## src/rtl/luffa_round_ctrl.sv

```systemverilog
// rtl/luffa_round_ctrl.sv - Luffa-256 round sequencer: message injection, Q_j steps, blank finalization.
// Optional LUFFA_CTRL_BLKCNT_EN adds blk_cnt, a saturating count of accepted blocks.
module luffa_round_ctrl #(
  parameter int STEPS        = 8,
  parameter int STEP_W       = 3,
  parameter int BLANK_ROUNDS = 1
) (
  input  logic              clk,
  input  logic              rst_n,
  input  logic              init,
  input  logic              msg_valid,
  input  logic              msg_last,
  output logic              msg_ready,
  output logic              msg_load,
  output logic              state_init,
  output logic              mi_en,
  output logic              zero_msg,
  output logic              const_load,
  output logic              step_en,
  output logic [STEP_W-1:0] step_cnt,
  output logic              busy,
  output logic              digest_valid,
`ifdef LUFFA_CTRL_BLKCNT_EN
  output logic [31:0]       blk_cnt,
`endif
  input  logic              digest_ack
);

  typedef enum logic [2:0] {
    S_IDLE  = 3'd0,
    S_READY = 3'd1,
    S_INJ   = 3'd2,
    S_PERM  = 3'd3,
    S_DONE  = 3'd4
  } state_t;

  localparam logic [STEP_W-1:0] LAST_STEP = STEP_W'(STEPS - 1);

  state_t            state_q;
  logic [STEP_W-1:0] step_cnt_q;
  logic              last_q;
  logic [1:0]        blank_q;

  always_ff @(posedge clk or negedge rst_n) begin
    if (!rst_n) begin
      state_q    <= S_IDLE;
      step_cnt_q <= '0;
      last_q     <= 1'b0;
      blank_q    <= 2'd0;
    end else begin
      case (state_q)
        S_IDLE: begin
          if (init) state_q <= S_READY;
        end
        S_READY: begin
          if (!init && msg_valid) begin
            last_q  <= msg_last;
            state_q <= S_INJ;
          end
        end
        S_INJ: begin
          step_cnt_q <= '0;
          state_q    <= S_PERM;
        end
        S_PERM: begin
          if (step_cnt_q == LAST_STEP) begin
            step_cnt_q <= '0;
            if (!last_q) begin
              state_q <= S_READY;
            end else if (int'(blank_q) < BLANK_ROUNDS) begin
              blank_q <= blank_q + 2'd1;
              state_q <= S_INJ;
            end else begin
              state_q <= S_DONE;
            end
          end else begin
            step_cnt_q <= step_cnt_q + STEP_W'(1);
          end
        end
        S_DONE: begin
          // init here doubles as the acknowledge and restarts straight into READY
          if (init || digest_ack) begin
            last_q  <= 1'b0;
            blank_q <= 2'd0;
            state_q <= init ? S_READY : S_IDLE;
          end
        end
        default: state_q <= S_IDLE;
      endcase
    end
  end

  assign state_init   = init && (state_q == S_IDLE || state_q == S_READY || state_q == S_DONE);
  assign msg_ready    = (state_q == S_READY) && !init;
  assign msg_load     = msg_ready && msg_valid;
  assign mi_en        = (state_q == S_INJ);
  assign const_load   = (state_q == S_INJ);
  assign zero_msg     = (state_q == S_INJ) && (blank_q != 2'd0);
  assign step_en      = (state_q == S_PERM);
  assign busy         = (state_q == S_INJ) || (state_q == S_PERM);
  assign digest_valid = (state_q == S_DONE);
  assign step_cnt     = step_cnt_q;

`ifdef LUFFA_CTRL_BLKCNT_EN
  logic [31:0] blk_cnt_q;
  logic [31:0] blk_cnt_d;

  always_comb begin
    blk_cnt_d = blk_cnt_q;
    if (state_init)
      blk_cnt_d = 32'd0;
    else if (msg_load && blk_cnt_q != 32'hFFFF_FFFF)
      blk_cnt_d = blk_cnt_q + 32'd1;
  end

  always_ff @(posedge clk or negedge rst_n) begin
    if (!rst_n) blk_cnt_q <= 32'd0;
    else        blk_cnt_q <= blk_cnt_d;
  end

  assign blk_cnt = blk_cnt_q;
`endif

endmodule

```

## config.mk

```make
export PLATFORM = sky130hd
export DESIGN_NAME = luffa_round_ctrl
export DESIGN_NICKNAME = d
export VERILOG_FILES = /design/src/rtl/luffa_round_ctrl.sv
export SDC_FILE = /design/constraint.sdc
export NUM_CORES = 1
export LEC_CHECK = 0
export ABC_AREA = 1
export BUFFER_PORTS_ARGS = -buffer_cell sky130_fd_sc_hd__buf_2
export CORE_UTILIZATION = 45
export CTS_BUF_LIST = sky130_fd_sc_hd__clkbuf_8
export CTS_CLUSTER_SIZE = 24
export DETAILED_ROUTE_END_ITERATION = 8
export PLACE_DENSITY = 0.81
export SKIP_CTS_REPAIR_TIMING = 1
export SKIP_LAST_GASP = 1
export SLEW_MARGIN = 5
export SYNTH_ARGS = -nofsm -noshare
export SYNTH_HDL_FRONTEND = slang
export SYNTH_SLANG_ARGS = --single-unit
export TNS_END_PERCENT = 100
```

## constraint.sdc

```tcl
create_clock -name clk -period 1.29 [get_ports clk]
set_input_delay 0.0645 -clock clk [delete_from_list [all_inputs] [get_ports clk]]
set_output_delay 0.0645 -clock clk [all_outputs]
set_load 0.03 [all_outputs]
```

## Word level (Yosys, flattened, before mapping)

Index checks and enable logic that the tools add are counted.

- $add $sub $neg: 2
- Multiply operators: 0
- Div/mod/pow operators: 0
- Magnitude comparators: 1
- Equal/unequal tests: 11
- Shifts and indexed selects: 0
- Multiplexer cells: 18
- Bitwise logic cells: 0
- Reduce and logical (&&, ||, !) cells: 18

Operators with widths:

| kind | count |
|---|---|
| 3-bit 2-to-1 mux | 7 |
| 3-bit one-hot mux with 5 select lines | 1 |
| 2-bit 2-to-1 mux | 4 |
| 2-bit by 1-bit inequality test with 1-bit output, second input constant | 4 |
| 2-bit nonzero test | 4 |
| 3-bit by 2-bit equality test with 1-bit output, second input constant | 2 |
| 3-bit equality test, second input constant | 2 |
| 3-bit one-hot mux with 2 select lines | 1 |
| 1-bit logical AND | 5 |
| 5-bit AND reduction | 1 |
| 1-bit logical OR | 4 |
| 2-bit inequality test, second input constant | 2 |
| 2-bit one-hot mux with 2 select lines | 1 |
| 4-bit AND reduction | 1 |
| 3-bit by 1-bit adder with 3-bit output, second input constant | 1 |
| 3-bit by 1-bit equality test with 1-bit output, second input constant | 1 |
| 3-bit logical NOT | 1 |
| 1-bit 2-to-1 mux | 3 |
| 3-bit AND reduction | 1 |
| 2-bit by 1-bit adder with 2-bit output, second input constant | 1 |
| 2-bit by 1-bit < comparator with 1-bit output, second input constant | 1 |
| 1-bit one-hot mux with 2 select lines | 1 |
| 1-bit logical NOT | 1 |

- Register bits: 9
- Latch bits: 0
- Memory bits (writable): 0
- Memory bits (read-only): 0
- Memories kept: 0

## Logic depth before layout (Yosys ltp)

- Word-level depth: 5
- Mapped depth: 9
- Mapped depth without buffers: 9

## Worst setup path before layout

OpenSTA, ideal clock, no wires.

- Kind: reg2reg
- From: reg step_cnt_q[0] (netlist: step_cnt[0])
- To: reg state_q[0]
- Setup time: 117 ps
- Arrival time: 1376 ps
- Required time: 1173 ps
- Slack: -203 ps
- Cell stages (with the launch flop): 7
- Path buffers: 0
- Period minus slack after synthesis: 1493 ps
- Cells stage by stage: dfrtp_1 -> ha_1 -> ha_1 -> nor3_4 -> nor2_4 -> nand3_1 -> nand2_1

- Word-level cells in the longest chain between the ends: 3

RTL lines:

| item | RTL line | RTL |
|---|---|---|
| from (decl) | 40 | `logic [STEP_W-1:0] step_cnt_q;` |
| from (signal assigned) | 77 | `step_cnt_q <= step_cnt_q + STEP_W'(1);` |
| 3-bit equality test | 66 | `if (step_cnt_q == LAST_STEP) begin` |
| 2-bit by 1-bit inequality test with 1-bit output (no source line) | n/a |  |
| 4-bit AND reduction (no source line) | n/a |  |
| to (signal assigned) | 85 | `state_q <= init ? S_READY : S_IDLE;` |
| to (decl) | 39 | `state_t state_q;` |

Every way passes these cells.
A chain may end at the register's enable or synchronous reset.

## Worst setup path after layout

- From: reg state_q[0]
- To: out digest_valid

- Word-level cells in the longest chain between the ends: 1

RTL lines:

| item | RTL line | RTL |
|---|---|---|
| 3-bit equality test | 101 | `assign digest_valid = (state_q == S_DONE);` |
| to (decl) | 22 | `output logic digest_valid,` |

Every way passes these cells.

==> results.toml <==
[clocking]
clk_pin_slew_ns = 0.04
clockRootBuffer = "clkbuf_8"
cts_buffers = 3
htree_levels = 1
clockBufferDepth = 2
cts_tree = "built"
cts.sinks = 9
clk_latency_ns = 0.24

[drt]
dr.first_iter.drc_count = 10
wl_per_cell_um = 11.39
vias = 613
wl_mm = 1.412
drtAntennaViolNets = 0
routed_via_density = 4.944
dr.pass1.iters = 4
route.detailed.drc = 0

[floorplan]
die_y_um = 39.84
core_area_mm2 = 0.001318
dieArea_mm2 = 0.001587
io_pins = 18
start_util = 0.4891
row_count = 13
fp.dieW_um = 39.84

[status]
violations = "negative setup slack"
outcome = "complete, but fails checks"

[logic_synthesis]
syn_area_um2 = 644.4
netlist_instances = 86
yosysSeqAreaShare = 0.3495
syn_nets = 95
synth_warnings = 0
yosys.area.top_type = "dfrtp_1"
synthTopCellsByCount = "nand2_1 (20), inv_1 (13), nor2_1 (11)"
yosysMostFrequentCell = "nand2_1"
synth.avg_cell_area_um2 = 7.493
synth-main-ff-cell = "dfrtp_1"
synth_edf_count = 0
async_reset_ff_frac = 1.000
yosysTopAreaCellShare = 0.3495
synth_cell_types = 22
synth_seq_cells = 9
synth.area.top_cells = "dfrtp_1 (35%), nand2_1 (12%), inv_1 (7.6%)"

[job]
maxCapViolCount = 0

[grt]
grt_pass1_vias = 538
grt_max_degree = 10
grt_pass1_wl_mm = 2.242
grt_overflow = 0
grt_usage = 0.2251
antenna_found_initial = 0

[timing]
finClkSkew_ns = 0.002408
setup_viol = 3
hold_viol_final = 0
min_period_over_period = 1.021
slew_headroom = 0.7670
rsz0062_at_grt = "yes"
fmax_mhz = 759.6
finalCriticalPeriod_ns = 1.316
worstMarginPinSlew_ns = 0.3480
finalWorstSetupSlack_ns = -0.02647
maxSlewViolCount = 0

[final_layout]
layout-drive-gt1-share = 0.4771
stdcell_area_um2 = 910.9
num_antenna_cells = 0
nFillCells = 103
syn_to_final_growth_pct = 41.36
nets = 119

[power]
total_power_uw = 2434
power.leakage_uw = 0.0004993
peakVddDrop_mv = 1.277
power_density_mw_per_mm2 = 2673

[setup_path]
path_class = "register to primary output"
cp.arrival_ns = 1.25
cp_slowest_cell = "dfrtp_2"
r2r_cells = 5
critPathLaunchType = "register"
path_cells = "nor2_4 > nand2_4 > inv_2 > buf_4"
regToRegStartpoint = "step_cnt[0]$_DFFE_PN0P_"
path_max_fanout = 7
crit_required_ns = 1.23
cpPeakStageDelay_ns = 0.46
reg2reg_to = "step_cnt[0]$_DFFE_PN0P_"
path_buf_inv = 2
critPathTopFamily = "flip-flops"
worst-r2r-setup-slack_ns = 0
cp-end-kind = "primary output"

[min_path]
holdPathEnd = "last_q$_DFFE_PN0P_"
hp-class = "input port to register"
hold_path.startpoint = "msg_last"
hold-path-cell-count = 3

[placement]
dp_hpwl_mm = 1.088
place_area_um2 = 767.0
place_congestion = 0.7794
io_buffers = 17
-- stage by stage --
step | std cells | TNS, ns | setup WS, ns | hold WS [ns] | utilization
after floorplan | 86 | -0.05768 | -0.02448 | -0.2311 | -
after global placement | 116 | 0 | 0.04287 | -0.06935 | 0.5821
after detailed placement | 116 | -0.007329 | -0.007329 | -0.07009 | 0.5821
after CTS | 120 | -0.7264 | -0.1248 | -0.3225 | 0.6163
after global routing | 124 | -0.6391 | -0.08003 | 0.1063 | 0.6914
final | 124 | -0.03548 | -0.02647 | 0.08915 | 0.6914
-- layout make-up --
class,instances,area [µm²],area share
clock buffers,3,41.29,0.04533
clock inverters,1,3.754,0.004121
inverters,14,55.05,0.06044
multi-input cells,61,407.9,0.4478
flip-flops and latches,9,231.5,0.2541
well taps,15,18.77,0.02060
repair buffers,21,152.6,0.1676
-- registers in the layout, indices dropped and copies added (netlist names) --
register,flops
state_q,3
step_cnt,3
blank_q,2
last_q,1
-- routing by layer --
metal  GRT usage  vias to the layer above  part of all wire
met5           0                        -                 0
met4      0.1034                        0             0.013
met3      0.1023                        3             0.030
met2      0.3648                        8              0.53
met1      0.2465                      284              0.42
li1            -                      318                 -
-- placed cells by master (no fill, tap or decap), types with 2 or more instances in the layout --
| cell type | count |
|---|---|
| nand2_1 | 19 |
| inv_1 | 11 |
| buf_2 | 9 |
| nor2_1 | 7 |
| nand3_1 | 7 |
| buf_4 | 7 |
| nor2_2 | 5 |
| dfrtp_2 | 5 |
| nand2_2 | 4 |
| dfrtp_1 | 4 |
| buf_6 | 4 |
| inv_2 | 3 |
| nor2_4 | 3 |
| clkbuf_8 | 3 |
| o21ai_0 | 2 |
| a22o_1 | 2 |
| ha_4 | 2 |
-- logic make-up after synthesis --
kind of cell,synth area share
adders and majority gates,0.05826
buffers and inverters,0.1107
DFF,0.3495
AOI/OAI and AO/OA,0.06214
and+or+nand+nor,0.4194
-- worst max-delay path by stage --
stage                     slack, ns                       to                     from  cells after the start
after floorplan               -0.02   blank_q[0]$_DFFE_PN0P_   state_q[0]$_DFFE_PN0P_                      8
after global placement         0.04   state_q[1]$_DFFE_PN0P_  step_cnt[0]$_DFFE_PN0P_                      6
after detailed placement     -0.007  step_cnt[0]$_DFFE_PN0P_  step_cnt[0]$_DFFE_PN0P_                      5
final                         -0.03             digest_valid   state_q[0]$_DFFE_PN0P_                      4
after CTS                     -0.12                 msg_load   state_q[1]$_DFFE_PN0P_                      4
after global routing          -0.08             digest_valid   state_q[0]$_DFFE_PN0P_                      4
-- worst register-to-register path, delay by kind of cell, from the launching register on --
family / cells / cell delay [ns]
flip-flops: 1 / 0.43
adder cells (fa/ha/maj): 2 / 0.32
AND/OR/NAND/NOR: 1 / 0.19
AO/OA/AOI/OAI: 1 / 0.17
buffers and inverters: 1 / 0.08
-- where the power goes --
part | internal [µW] | switching [µW] | leakage, µW
Combinational | 589 | 924 | 0.000364
Clock | 208 | 117 | 0.0000269
Sequential | 421 | 176 | 0.000108
Note: power is estimated with default switching activity, not from simulation.
